**config.mk**
```make
export PLATFORM = sky130hd
export DESIGN_NAME = acc_cpu_param
export DESIGN_NICKNAME = d
export VERILOG_FILES = /design/src/rtl/acc_cpu_param.sv
export SDC_FILE = /design/constraint.sdc
export NUM_CORES = 1
export LEC_CHECK = 0
export ABC_AREA = 1
export BUFFER_PORTS_ARGS = -buffer_cell sky130_fd_sc_hd__buf_4
export CAP_MARGIN = 20
export CORE_MARGIN = 1
export CORE_UTILIZATION = 45
export DETAILED_ROUTE_END_ITERATION = 12
export PLACE_DENSITY_LB_ADDON = 0.3
export SYNTH_ARGS = -nofsm -noshare
export SYNTH_HDL_FRONTEND = slang
export SYNTH_SLANG_ARGS = --single-unit
```
**constraint.sdc**
```tcl
create_clock -name clock -period 7 [get_ports clock]
set_input_delay 0.7 -clock clock [delete_from_list [all_inputs] [get_ports clock]]
set_output_delay 0.7 -clock clock [all_outputs]
set_load 0.01 [all_outputs]
```
**src/rtl/acc_cpu_param.sv**
```systemverilog
// acc_cpu_param: multi-cycle accumulator CPU with a parametrised address width.
// Instructions and data share one memory. The host writes that memory through
// the load port. Each instruction takes two cycles: one FETCH and one EXEC.
// Instruction word layout: {opcode[2:0], pad[], operand_address[ADDR_W-1:0]}.
module acc_cpu_param #(
  parameter  int ADDR_W = 5,
  localparam int DATA_W = ADDR_W + 3
) (
  input  logic              clock,
  input  logic              reset,
  input  logic              Load,
  input  logic [ADDR_W-1:0] load_addr,
  input  logic [DATA_W-1:0] data_in,
  output logic [DATA_W-1:0] Instruction,
  output logic [DATA_W-1:0] Acc,
  output logic [DATA_W-1:0] Mem,
  output logic [ADDR_W-1:0] Program_counter,
  output logic              halted,
  output logic              carry,
  output logic              zero
);

  localparam logic [1:0] S_HALT  = 2'd0;
  localparam logic [1:0] S_LOAD  = 2'd1;
  localparam logic [1:0] S_FETCH = 2'd2;
  localparam logic [1:0] S_EXEC  = 2'd3;

  localparam logic [2:0] OP_HLT = 3'b000;
  localparam logic [2:0] OP_SKZ = 3'b001;
  localparam logic [2:0] OP_ADD = 3'b010;
  localparam logic [2:0] OP_AND = 3'b011;
  localparam logic [2:0] OP_XOR = 3'b100;
  localparam logic [2:0] OP_LDA = 3'b101;
  localparam logic [2:0] OP_STO = 3'b110;
  localparam logic [2:0] OP_JMP = 3'b111;

  logic [1:0]        state_reg;
  logic [ADDR_W-1:0] pc_reg;
  logic [DATA_W-1:0] ir_reg;
  logic [DATA_W-1:0] acc_reg;
  logic              carry_reg;

  // The memory has no reset, so its contents survive reset and HLT.
  logic [DATA_W-1:0] mem [2**ADDR_W];

  logic [2:0]        opcode;
  logic [ADDR_W-1:0] operand;
  logic [DATA_W-1:0] mem_operand;
  logic [DATA_W:0]   sum;

  assign opcode      = ir_reg[DATA_W-1:DATA_W-3];
  assign operand     = ir_reg[ADDR_W-1:0];
  assign mem_operand = mem[operand];
  assign sum         = {1'b0, acc_reg} + {1'b0, mem_operand};

  assign Instruction     = ir_reg;
  assign Acc             = acc_reg;
  assign Mem             = mem_operand;
  assign Program_counter = pc_reg;
  assign halted          = (state_reg == S_HALT);
  assign carry           = carry_reg;
  assign zero            = (acc_reg == '0);

  // Controller and datapath registers. Reset takes priority over Load.
  // Load aborts the current fetch or execute step with no side effect.
  always_ff @(posedge clock) begin
    if (reset) begin
      state_reg <= S_HALT;
      pc_reg    <= '0;
      ir_reg    <= '0;
      acc_reg   <= '0;
      carry_reg <= 1'b0;
    end else if (Load) begin
      state_reg <= S_LOAD;
      if (state_reg == S_LOAD) begin
        pc_reg <= '0;
      end
    end else begin
      case (state_reg)
        S_HALT: state_reg <= S_HALT;
        S_LOAD: begin
          pc_reg    <= '0;
          state_reg <= S_FETCH;
        end
        S_FETCH: begin
          ir_reg    <= mem[pc_reg];
          pc_reg    <= pc_reg + 1'b1;
          state_reg <= S_EXEC;
        end
        default: begin
          state_reg <= S_FETCH;
          case (opcode)
            OP_HLT: state_reg <= S_HALT;
            OP_SKZ: if (acc_reg == '0) pc_reg <= pc_reg + 1'b1;
            OP_ADD: {carry_reg, acc_reg} <= sum;
            OP_AND: acc_reg <= acc_reg & mem_operand;
            OP_XOR: acc_reg <= acc_reg ^ mem_operand;
            OP_LDA: acc_reg <= mem_operand;
            OP_JMP: pc_reg <= operand;
            default: ;
          endcase
        end
      endcase
    end
  end

  // Memory writes. A host load has priority over STO.
  // A STO that Load aborts performs no write.
  always_ff @(posedge clock) begin
    if (!reset) begin
      if (Load) begin
        mem[load_addr] <= data_in;
      end else if (state_reg == S_EXEC && opcode == OP_STO) begin
        mem[operand] <= acc_reg;
      end
    end
  end

endmodule

```
Word level (Yosys, flattened, before mapping) --
Memory sizes are Yosys's and may differ from the RTL's. A register that Yosys moved wholly into a read port is not among the register bits. Cells that the tools add are included.
Storage, ports and cells: flip-flop bits (word level) 16, bits in writable memories 256, input port bits 16, output and inout bits 32, memories kept 1
Operators by class: add/sub/neg operators 2, equality and inequality tests 13, multiplexer cells 19, bitwise logic cells 4, reductions and logical operators 13
Memories:
- mem | words 32, bits a word 8, rd ports 2, clocked after Yosys merged registers in 1, write ports 1, line 44 | logic [DATA_W-1:0] mem [2**ADDR_W];
Operators with widths (number):
- one-hot mux 8 bit (4 select lines) | 1
- two-way mux 5 bit | 4
- one-hot mux 5 bit (3 select lines) | 1
- equality test 3 bit (second input constant) | 4
- one-hot mux 5 bit (2 select lines) | 1
- adder 8 x 8 -> 9 bit | 1
- two-way mux 1 bit | 9
- bitwise AND 8 bit | 1
- logical NOT 8 bit | 1
- two-way mux 8 bit | 1
- nonzero test 4 bit | 2
- OR reduction 8 bit | 1
- XOR 8 bit | 1
- equality test 3 x 2 -> 1 bit (second input constant) | 2
- one-hot mux 2 bit (3 select lines) | 1
- AND reduction 3 bit | 2
- adder 5 x 1 -> 5 bit (second input constant) | 1
- equality test 2 bit (second input constant) | 2
- != test 4 x 3 -> 1 bit (second input constant) | 1
- AND reduction 4 bit | 1
- equality test 3 x 1 -> 1 bit (second input constant) | 1
- logical NOT 3 bit | 1
- OR reduction 3 bit | 1
- equality test 2 x 1 -> 1 bit (second input constant) | 1
- 8 further kinds | 9

Depth between registers and ports, before layout --
depth after elaboration 8, gate-level depth with buffers 21

Worst setup path after synthesis --
Ideal clock, no wire load.
kind in2reg, start input port Load, end memory mem[0][0] in the netlist's numbering, data pin, arrival 2848 ps, setup slack 3698 ps, stages 7, buffers on the path 2, cells stage by stage inv_2 -> nand2_4 -> nor3_4 -> nand3_4 -> buf_6 -> clkbuf_1 -> o21ai_0
On the way: longest elaborated chain between the ends 5
Ends and longest elaborated chain:
- start: declaration | line 11 | input logic Load,
- two-way mux 1 bit | line 111 | if (Load) begin
- two-way mux 1 bit | line 110 | if (!reset) begin
- two-way mux 1 bit (not written as such) | line 114 | mem[operand] <= acc_reg;
- OR reduction 8 bit (no source line)
- two-way mux 8 bit (no source line)
- end: declaration | line 44
No other way between the ends.

Worst setup path after layout --
start register ir_reg[0], in the netlist Instruction[0] (read register of mem), end output port Mem[3]
On the way: longest elaborated chain between the ends 1
Ends and longest elaborated chain:
- start: declaration | line 39 | logic [DATA_W-1:0] ir_reg;
- memory (32 x 8 bit)
- end: declaration | line 16 | output logic [DATA_W-1:0] Mem,
No other way between the ends.

==> impl_metrics.ini <==
[worst_setup_path]
crit_path_max_incr_delay_ns = 0.81
end_kind = output port
path_common_cell = nand3_1
reg2reg_depth = 18
path_buf_inv = 3
cp_slowest_cell = dfxtp_4
cp.required_ns = 6.30
rr_endpoint = Acc[6]
path_delay_family = buffers and inverters
crit_chain = clkinv_2 > buf_4 > nand2_1 > nand3_1 > nand3_1 > o21ai_0 > nand2_1 > nand3_1 > and2_1 > buf_4
cp-start-kind = flip-flop
r2r-start = Instruction[0]
crit_type = reg2out
worstPathMaxFanout = 86
critPathArrivalTime_ns = 4.05
ff2ff_setup_slack_ns = 2.26

[final_layout]
nFillCells = 2900
antennaDiodeCount = 0
final_nets = 1711
final_cell_mix = 489 x nand2_1, 256 x edfxtp_1, 254 x nand3_1
largest-register = mem
mostFrequentLayoutCell = nand2_1
instances_no_fill = 2138
drive_gt1_frac = 0.08691
area_growth_pct = 9.832
largest_reg_flops = 256

[global_routing]
grt_overflow_total = 0
grt_antenna_before_repair = 0
grt_max_degree = 87
grt_pass1_wl_um = 71700
first_global_vias = 12140
grt_use_total = 0.2817

[sta]
rsz0062_at_grt = false
tightest_slew_ns = 1.090
maxSlewHeadroom = 0.2709
maxSlewViolCount = 0
fin_skew_ns = 0.02125
hold_viol_final = 0
fmax_ghz = 0.2105
final.period_utilization = 0.6785
tns_ns = 0
hold_ws_ns = 0.3354
setup_viol = 0
fin_crit_ns = 4.750

[route]
vias_per_cell = 6.131
drtIter0Drc = 1842
num_vias = 13110
drcViolationCount = 0
routedWlPerCell_um = 22.21
routed_wl_um = 47480
ant_nets = 0
dr.pass1.iters = 7

[placed_design]
dp_cells = 2085
gp_congestion = 0.9512
io_buffers = 47
place_hpwl_um = 28940

[yosys]
ys_ff_latch = 280
synthDistinctLibCells = 41
ys.warnings.count = 0
seq_area_frac_synth = 0.5533
syn_inst = 1695
avgSynthCellArea_um2 = 8.709
synth_area_um2 = 14760
syn_nets = 1725

[floorplan]
core_region_area_um2 = 31880
rows = 65
die_w_um = 183.1
dieArea_um2 = 33530
io_pins = 48
die_h_um = 183.1
initial_core_util = 0.4630

[worst_hold_path]
hold_depth = 2
hp-class = in2reg
hold_end = state_reg[1]
min_from = Load

[cts]
clockRootBuffer = clkbuf_16
postCtsSetupRepairBufs = 0
clockBufferDepth = 3
tritoncts.num_buffers = 29
ctsResizeCount = 0
clkTransAtPathRegs_ns = 0.07
htreeDepth = 1
holdBufCountCts = 0
cts.sinks = 280
clock_latency_ns = 0.57
cts_tree = yes

[pwr]
fin_total_pwr_w = 0.003703
p_sw_w = 0.0009125
p_int_w = 0.002791
p_leak_nw = 6.133
combPwrFrac = 0.092
powerDensity_nw_per_um2 = 228.4
seqPwrFrac = 0.499
ir_drop_mv = 0.2002
clkPwrFrac = 0.409
switching_share = 0.2464

[run]
max-cap-violations = 0

[status]
outcome = finished clean
==> power groups by stage <==
stage | combinational (W) | sequential, W | clock [W]
after floorplan | 0.000212 | 0.00188 | 0
after global placement | 0.000322 | 0.00188 | 0
after detailed placement | 0.000327 | 0.00188 | 0
after CTS | 0.000329 | 0.00185 | 0.00151
after global routing | 0.000363 | 0.00185 | 0.00157
final | 0.000339 | 0.00185 | 0.00151
==> cell type report <==
class | instances | area (um2) | share of cell area
Clock buffer | 32 | 737.0 | 0.04545
Clock inverter | 21 | 173.9 | 0.01073
Inverter | 76 | 286.5 | 0.01767
Multi-Input combinational cell | 1227 | 5791 | 0.3572
Sequential cell | 280 | 8178 | 0.5044
Tap cell | 435 | 544.3 | 0.03357
Timing Repair Buffer | 67 | 503.0 | 0.03102
==> Yosys cell counts, drive strengths merged <==
cell type | instances | area [um2]
a21oi | 30 | 150.1
a221oi | 2 | 17.52
o21ai | 153 | 799.5
a31oi | 1 | 6.260
or2 | 2 | 12.51
inv | 73 | 274.0
o221ai | 20 | 175.2
and2 | 8 | 50.05
nor2 | 171 | 656.9
o211ai | 17 | 127.6
edfxtp | 256 | 7687
xor2 | 7 | 61.31
dfxtp | 24 | 480.5
clkinv | 3 | 11.26
nand3 | 259 | 1329
o22ai | 35 | 219.0
nand2 | 491 | 1853
nand4 | 10 | 62.56
a22oi | 1 | 7.510
clkbuf | 46 | 172.7
nor3 | 4 | 36.29
ha | 13 | 162.7
fa | 1 | 20.02
buf | 66 | 375.4
nand3b | 1 | 7.510
nor4 | 1 | 6.260
==> per-layer routing <==
layer  global-route usage  routed length [um]
met2               0.4374               21420
met1               0.3819               18160
met4               0.1313                2125
met5                    0                   0
met3              0.05381                5766
==> stage by stage <==
stage | area (um2) | util | setup WS (ns)
after global placement | 15300 | 0.4800 | 2.497
after detailed placement | 15300 | 0.4800 | 2.413
after CTS | 16210 | 0.5086 | 2.362
final | 16210 | 0.5086 | 2.250
after floorplan | 14760 | - | 3.698
after global routing | 16210 | 0.5086 | 2.037
==> cells by family (layout without fill, tap and decap cells) <==
family,after synthesis,after routing,synth area share
adders and majority gates,14,14,0.01238
DFF,280,280,0.5533
xor gates and xnor gates,7,7,0.004153
AOI/OAI and AO/OA,259,259,0.1018
and+or+nand+nor,947,947,0.2719
buffers and inverters,188,196,0.05645
==> worst max-delay path by stage <==
stage	slack, ns	startpoint	cells after the start	endpoint
after CTS	2.36	Instruction[0]	10	Mem[3]
after floorplan	3.70	Load	7	mem[0][0]
after global routing	2.04	Instruction[0]	18	Acc[6]
after detailed placement	2.41	Instruction[0]	18	Acc[6]
final	2.25	Instruction[0]	10	Mem[3]
after global placement	2.50	Instruction[0]	18	Acc[6]
==> worst register-to-register path: stages (launching register included) <==
cell      delay [ns]
dfxtp_4         0.81
clkinv_2        0.79
buf_4           0.63
nand2_1         0.26
nand3_1         0.08
nand3_1         0.13
nand2_1         0.12
nand2_1         0.08
nand3_1         0.09
and2_1          0.19
ha_1            0.22
fa_1            0.44
nand4_1         0.12
o211ai_1        0.10
or2_2           0.28
nand3_1         0.07
nand4_1         0.09
nand2_1         0.08
inv_1           0.03
No activity file was read; power rests on OpenSTA's default activity.
